### src/rtl/wb_queue.sv
// Write-back queue: buffers execute-stage results until the register-file write port is free.
// Define WB_QUEUE_FORWARD_EN to build the operand forwarding lookup; otherwise fwd_hit_*/fwd_data_* read 0.
module wb_queue #(
  parameter int DEPTH = 4
) (
  input  logic                       clk,
  input  logic                       rst,
  input  logic                       in_valid,
  output logic                       in_ready,
  input  logic [4:0]                 in_rd,
  input  logic [31:0]                in_data,
  input  logic                       wb_stall,
  output logic                       wb_enable,
  output logic [5:0]                 wb_addr,
  output logic [31:0]                wb_data,
  input  logic [4:0]                 fwd_addr_1,
  input  logic [4:0]                 fwd_addr_2,
  output logic                       fwd_hit_1,
  output logic                       fwd_hit_2,
  output logic [31:0]                fwd_data_1,
  output logic [31:0]                fwd_data_2,
  output logic [$clog2(DEPTH+1)-1:0] count
);

  localparam int CW = $clog2(DEPTH + 1);
  localparam int PW = (DEPTH > 1) ? $clog2(DEPTH) : 1;
  localparam logic [CW-1:0] DEPTH_C = CW'(DEPTH);

  logic [4:0]    r_rd_mem   [DEPTH];
  logic [31:0]   r_data_mem [DEPTH];
  logic [PW-1:0] r_head;
  logic [PW-1:0] r_tail;
  logic [CW-1:0] r_count;

  logic w_not_empty;
  logic w_pop;
  logic w_accept;
  logic w_push;

  assign w_not_empty = (r_count != '0);
  assign w_pop       = w_not_empty && !wb_stall;
  assign in_ready    = (r_count < DEPTH_C) || w_pop;
  assign w_accept    = in_valid && in_ready;
  // Writes to x0 are architecturally void, so they are accepted but never queued.
  assign w_push      = w_accept && (in_rd != 5'd0);

  assign wb_enable = w_pop;
  assign wb_addr   = w_not_empty ? {1'b0, r_rd_mem[r_head]} : 6'd0;
  assign wb_data   = w_not_empty ? r_data_mem[r_head] : 32'd0;
  assign count     = r_count;

  always_ff @(posedge clk or posedge rst) begin
    if (rst) begin
      r_head  <= '0;
      r_tail  <= '0;
      r_count <= '0;
    end else begin
      if (w_pop) begin
        r_head <= r_head + PW'(1);
      end
      if (w_push) begin
        r_tail <= r_tail + PW'(1);
      end
      case ({w_push, w_pop})
        2'b10:   r_count <= r_count + CW'(1);
        2'b01:   r_count <= r_count - CW'(1);
        default: r_count <= r_count;
      endcase
    end
  end

  // Entry storage is qualified by r_count, so it carries no reset.
  always_ff @(posedge clk) begin
    if (w_push) begin
      r_rd_mem[r_tail]   <= in_rd;
      r_data_mem[r_tail] <= in_data;
    end
  end

`ifdef WB_QUEUE_FORWARD_EN
  logic        w_hit_1;
  logic        w_hit_2;
  logic [31:0] w_fwd_data_1;
  logic [31:0] w_fwd_data_2;

  // Walk oldest to newest so the youngest matching entry wins; the head being
  // popped is still visible, the request being accepted is not.
  always_comb begin
    logic [PW-1:0] w_idx;
    w_hit_1      = 1'b0;
    w_hit_2      = 1'b0;
    w_fwd_data_1 = 32'd0;
    w_fwd_data_2 = 32'd0;
    w_idx        = r_head;
    for (int i = 0; i < DEPTH; i++) begin
      w_idx = r_head + PW'(i);
      if (CW'(i) < r_count) begin
        if ((fwd_addr_1 != 5'd0) && (r_rd_mem[w_idx] == fwd_addr_1)) begin
          w_hit_1      = 1'b1;
          w_fwd_data_1 = r_data_mem[w_idx];
        end
        if ((fwd_addr_2 != 5'd0) && (r_rd_mem[w_idx] == fwd_addr_2)) begin
          w_hit_2      = 1'b1;
          w_fwd_data_2 = r_data_mem[w_idx];
        end
      end
    end
  end

  assign fwd_hit_1  = w_hit_1;
  assign fwd_hit_2  = w_hit_2;
  assign fwd_data_1 = w_fwd_data_1;
  assign fwd_data_2 = w_fwd_data_2;
`else
  logic w_fwd_unused;
  assign w_fwd_unused = ^{fwd_addr_1, fwd_addr_2};

  assign fwd_hit_1  = 1'b0;
  assign fwd_hit_2  = 1'b0;
  assign fwd_data_1 = 32'd0;
  assign fwd_data_2 = 32'd0;
`endif

endmodule

### config.mk
export PLATFORM = sky130hd
export DESIGN_NAME = wb_queue
export DESIGN_NICKNAME = d
export VERILOG_FILES = /design/src/rtl/wb_queue.sv
export SDC_FILE = /design/constraint.sdc
export NUM_CORES = 1
export LEC_CHECK = 0
export ABC_AREA = 1
export CORE_MARGIN = 2
export CORE_UTILIZATION = 46
export DETAILED_ROUTE_END_ITERATION = 8
export PLACE_DENSITY_LB_ADDON = 0.3
export SLEW_MARGIN = 10
export SYNTH_ARGS = -nofsm -noshare
export SYNTH_HDL_FRONTEND = slang
export SYNTH_SLANG_ARGS = --single-unit
export TNS_END_PERCENT = 50
### constraint.sdc
create_clock -name clk -period 2.75 [get_ports clk]
set_clock_uncertainty 0.05 [all_clocks]
set_input_delay 0.6875 -clock clk [delete_from_list [all_inputs] [get_ports clk]]
set_output_delay 0.6875 -clock clk [all_outputs]
set_load 0.01 [all_outputs]
### Word-level counts from Yosys, hierarchy flattened

Memories as Yosys holds them, arrays and structs flattened.
Index checks and enable logic that the tools add are counted.

* bits in registers: 7
* RAM bits: 148
* input bits: 51
* output and inout bits: 109
* logic and storage cells: 25
* memories: 2

* add/sub/neg operators: 4
* $lt $le $gt $ge: 1
* eq/ne operators: 2
* mux-type cells: 5
* reduce and logical (&&, ||, !) cells: 8

Memories
* r_data_mem: words 4, bits a word 32, read ports 1, clocked after memory_dff 0, wr ports 1, RTL line 30 `logic [31:0] r_data_mem [DEPTH];`
* r_rd_mem: words 4, bits a word 5, read ports 1, clocked after memory_dff 0, wr ports 1, RTL line 29 `logic [4:0] r_rd_mem [DEPTH];`

Operators with widths (count)
* $mux 32: 1
* $pmux 3 s2: 1
* $mux 5: 1
* $reduce_bool 5->1: 1
* $add 2x1->2 const B: 2
* $add 3x1->3 const B: 1
* $logic_and 1x1->1: 3
* $lt 3x3->1 const B: 1
* $reduce_bool 3->1: 1
* $sub 3x1->3 const B: 1
* $eq 2x1->1 const B: 1
* $eq 2x2->1 const B: 1
* $mux 1: 2
* $reduce_bool 2->1: 1
* $logic_not 1->1: 1
* $logic_or 1x1->1: 1

### Logic depth before layout (Yosys ltp)

* depth after elaboration: 7
* gate-level depth with buffers: 10
* gate-level depth less buffers: 10

### Least setup slack after synthesis

No wires, ideal clock.

* path kind: input-to-reg
* from: input port wb_stall
* to: memory r_data_mem[0][0], enable pin
* library setup time: 0.431 ns
* arrival: 2.689 ns
* path slack: -0.420 ns
* cell stages on the path: 4
* buffers on the path: 0
* cells stage by stage: nand2_1 and2_1 nand2_1 nor2_1

* longest elaborated chain between the ends: 7

RTL lines
* start: declaration: RTL line 12 `input logic wb_stall,`
* $logic_not 1->1: RTL line 41 `assign w_pop = w_not_empty && !wb_stall;`
* $logic_and 1x1->1: RTL line 41
* $logic_or 1x1->1: RTL line 42 `assign in_ready = (r_count < DEPTH_C) || w_pop;`
* $logic_and 1x1->1: RTL line 43 `assign w_accept = in_valid && in_ready;`
* $logic_and 1x1->1: RTL line 45 `assign w_push = w_accept && (in_rd != 5'd0);`
* $mux 1: RTL line 74 `if (w_push) begin`
* $mux 1 (not written as such): RTL line 76 `r_data_mem[r_tail] <= in_data;`
* end: declaration: RTL line 30

No other way between the ends.

### Final worst setup path

* from: input port wb_stall
* to: output port wb_enable

* longest elaborated chain between the ends: 2

RTL lines
* $logic_not 1->1: RTL line 41
* $logic_and 1x1->1: RTL line 41
* end: declaration: RTL line 13 `output logic wb_enable,`

No other way between the ends.

==> metrics.yaml <==
rsz0062_at_grt: "no"
drv_slew: 0
ys_seq_area_frac: 0.637
grt_pass1_vias: 4662
final_nets: 874
fmax_mhz: 378
synth-seq-cells: 155
powerDensity_nw_per_um2: 1030
start_util: 0.473
place_area_um2: 8250
viasPerCell: 4.56
synth_warnings: 0
coreArea_um2: 15300
hold_path_class: "primary input to asynchronous set/reset pin"
syn2layout_area_growth_pct: 22.8
synthAdderAreaFrac: 0.0114
synth.cell_area_um2: 7250
clk_pin_slew_ns: 0.07
fin_tns_setup_ns: 0
ys_types: 21
antenna_found_initial: 0
grt_overflow_total: 0
synth-simple-area-share: 0.146
grt_max_degree: 40
drc: 0
hold_violations: 0
r2r_end: "count[2]"
synth_xor_area_frac: 0.00242
synth_top_family_by_area: "buffers and inverters"
critPathKind: "primary input to output pin"
status: "finished clean"
cp.arrival_ns: 1.91
ios: 160
grt_first_pass_wirelength_um: 22900
ant_nets: 0
p_leak_uw: 0.00416
cp_data_required_time_ns: 2.01
numCtsBuffers: 17
r2r_cells: 10
avgSynthCellArea_um2: 10.2
num_vias: 4749
cts_tree: "yes"
dr.pass1.iters: 5
stdcell_area_um2: 8900
finalWeightedCongestion: 0.825
clockRootBuffer: "clkbuf_16"
r2r_start: "count[1]"
h-tree-depth: 4
critPathLaunchType: "primary input"
finalPower_uw: 9140
instances_no_fill: 1041
setup_viol: 0
end_kind: "output pin"
hpwlAfterDp_um: 9340
wl_um: 14700
dr.first_iter.drc_count: 340
clkSinkCount: 155
period_minus_slack_ns: 2.64
clock_latency_ns: 0.42
max_cap_violations: 0
synth_cells: 713
fin_crit_sh: 0.962
rows: 45
port_buffers: 82
num_antenna_cells: 0
grt_use_total: 0.183
wire_per_inst_um: 14.1
dieWidth_um: 130
dieArea_um2: 16800
synth-compound-area-share: 0.0262
cts_buffer_depth: 2
numPlacedInstances: 1007
cp_max_fo: 3
reg2reg_slack_ns: 0.59
die_y_um: 130
drive_gt1_frac: 0.0928
vdd_drop_max_v: 0.000629
synth.mux.area_fraction: 0
## what timing repair did
item,in CTS,in global routing
buffers inserted,1,1
endpoints found under the setup margin,37,13
hold buffers,0,0
endpoints found under the hold margin,0,0
gates resized for setup,33,18
## per-stage QoR
step           worst slack [ns]  utilization  hold WS (ns)
6_report                  0.105        0.581         0.461
5_1_grt                 0.00855        0.581         0.497
4_1_cts                  -0.110        0.577         0.461
3_5_place_dp            -0.0102        0.539         0.475
3_3_place_gp             0.0715        0.539         0.459
2_1_floorplan            -0.420            -         0.441
## layer usage
layer,wire [µm],GRT usage,vias up
li1,-,-,2316
met1,6130,0.220,2233
met2,7350,0.319,179
met3,955,0.0450,21
met4,215,0.0683,0
met5,0,0,-
## layout make-up
| type | instances | area [µm²] |
|---|---|---|
| Inverter | 163 | 622 |
| Tap cell | 211 | 264 |
| Timing Repair Buffer | 113 | 1170 |
| Sequential cell | 155 | 4620 |
| Multi-Input combinational cell | 367 | 1640 |
| Clock buffer | 17 | 425 |
| Fill cell | 1258 | 6410 |
| Clock inverter | 15 | 158 |
## worst max-delay path: stages
cell	delay, ns
clkdlybuf4s50_1	0.42
inv_1	0.07
nand2_1	0.07
inv_1	0.11
clkdlybuf4s50_1	0.55
## cell families (layout without fill, tap and decap cells)
| group | after synthesis | count (layout) |
|---|---|---|
| flops | 155 | 155 |
| compound gates | 38 | 38 |
| simple gates | 254 | 254 |
| xor+xnor | 2 | 2 |
| fa+ha+maj | 6 | 6 |
| other cells | 1 | 67 |
| buf+inv | 257 | 308 |
## worst max-delay path by stage
stage	from	endpoint	slack (ns)	cells past startpoint
floorplan	wb_stall	r_data_mem[0][0]	-0.42	4
finish	wb_stall	wb_enable	0.11	5
global route	r_head[0]	wb_addr[0]	0.009	6
CTS	r_head[0]	wb_data[19]	-0.11	6
global placement	wb_stall	count[2]	0.07	10
detailed placement	wb_stall	count[2]	-0.01	10
## Yosys cell counts
cell type / count / share of area
a21oi_1: 37 / 0.026
and2_1: 1 / 0.00086
buf_1: 4 / 0.0021
buf_2: 7 / 0.0048
buf_4: 73 / 0.076
buf_6: 4 / 0.0062
clkbuf_1: 6 / 0.0031
conb_1: 1 / 0.00052
dfrtp_1: 7 / 0.024
edfxtp_1: 148 / 0.61
fa_1: 1 / 0.0028
ha_1: 5 / 0.0086
inv_1: 160 / 0.083
inv_2: 3 / 0.0016
nand2_1: 166 / 0.086
nand3_1: 78 / 0.054
nand4_1: 1 / 0.00086
nor2_1: 7 / 0.0036
o21ai_0: 1 / 0.00069
or2_2: 1 / 0.00086
xnor2_1: 2 / 0.0024
## layout by cell type, fill, tap and decap left out, types with 7 or more instances in the layout
master	count
a21oi_1	34
clkbuf_16	17
clkdlybuf4s50_1	45
edfxtp_1	148
dlygate4sd2_1	24
nand3_1	78
nand2_1	165
buf_12	7
inv_1	160
dlymetal6s2s_1	13
conb_1	67
buf_4	19
## where the power goes
| group | leakage (µW) | switching, µW | internal, µW |
|---|---|---|---|
| registers | 0.00144 | 135 | 3040 |
| logic | 0.00243 | 2200 | 1500 |
| clock network | 0.000290 | 985 | 1280 |
| total | 0.00416 | 3320 | 5830 |
## sequential cells by signal (all words and copies together), names as in the netlist
signal,cells
r_data_mem,128
r_rd_mem,20
count,3
r_tail,2
r_head,2
Power figures use the tool's default switching activity.
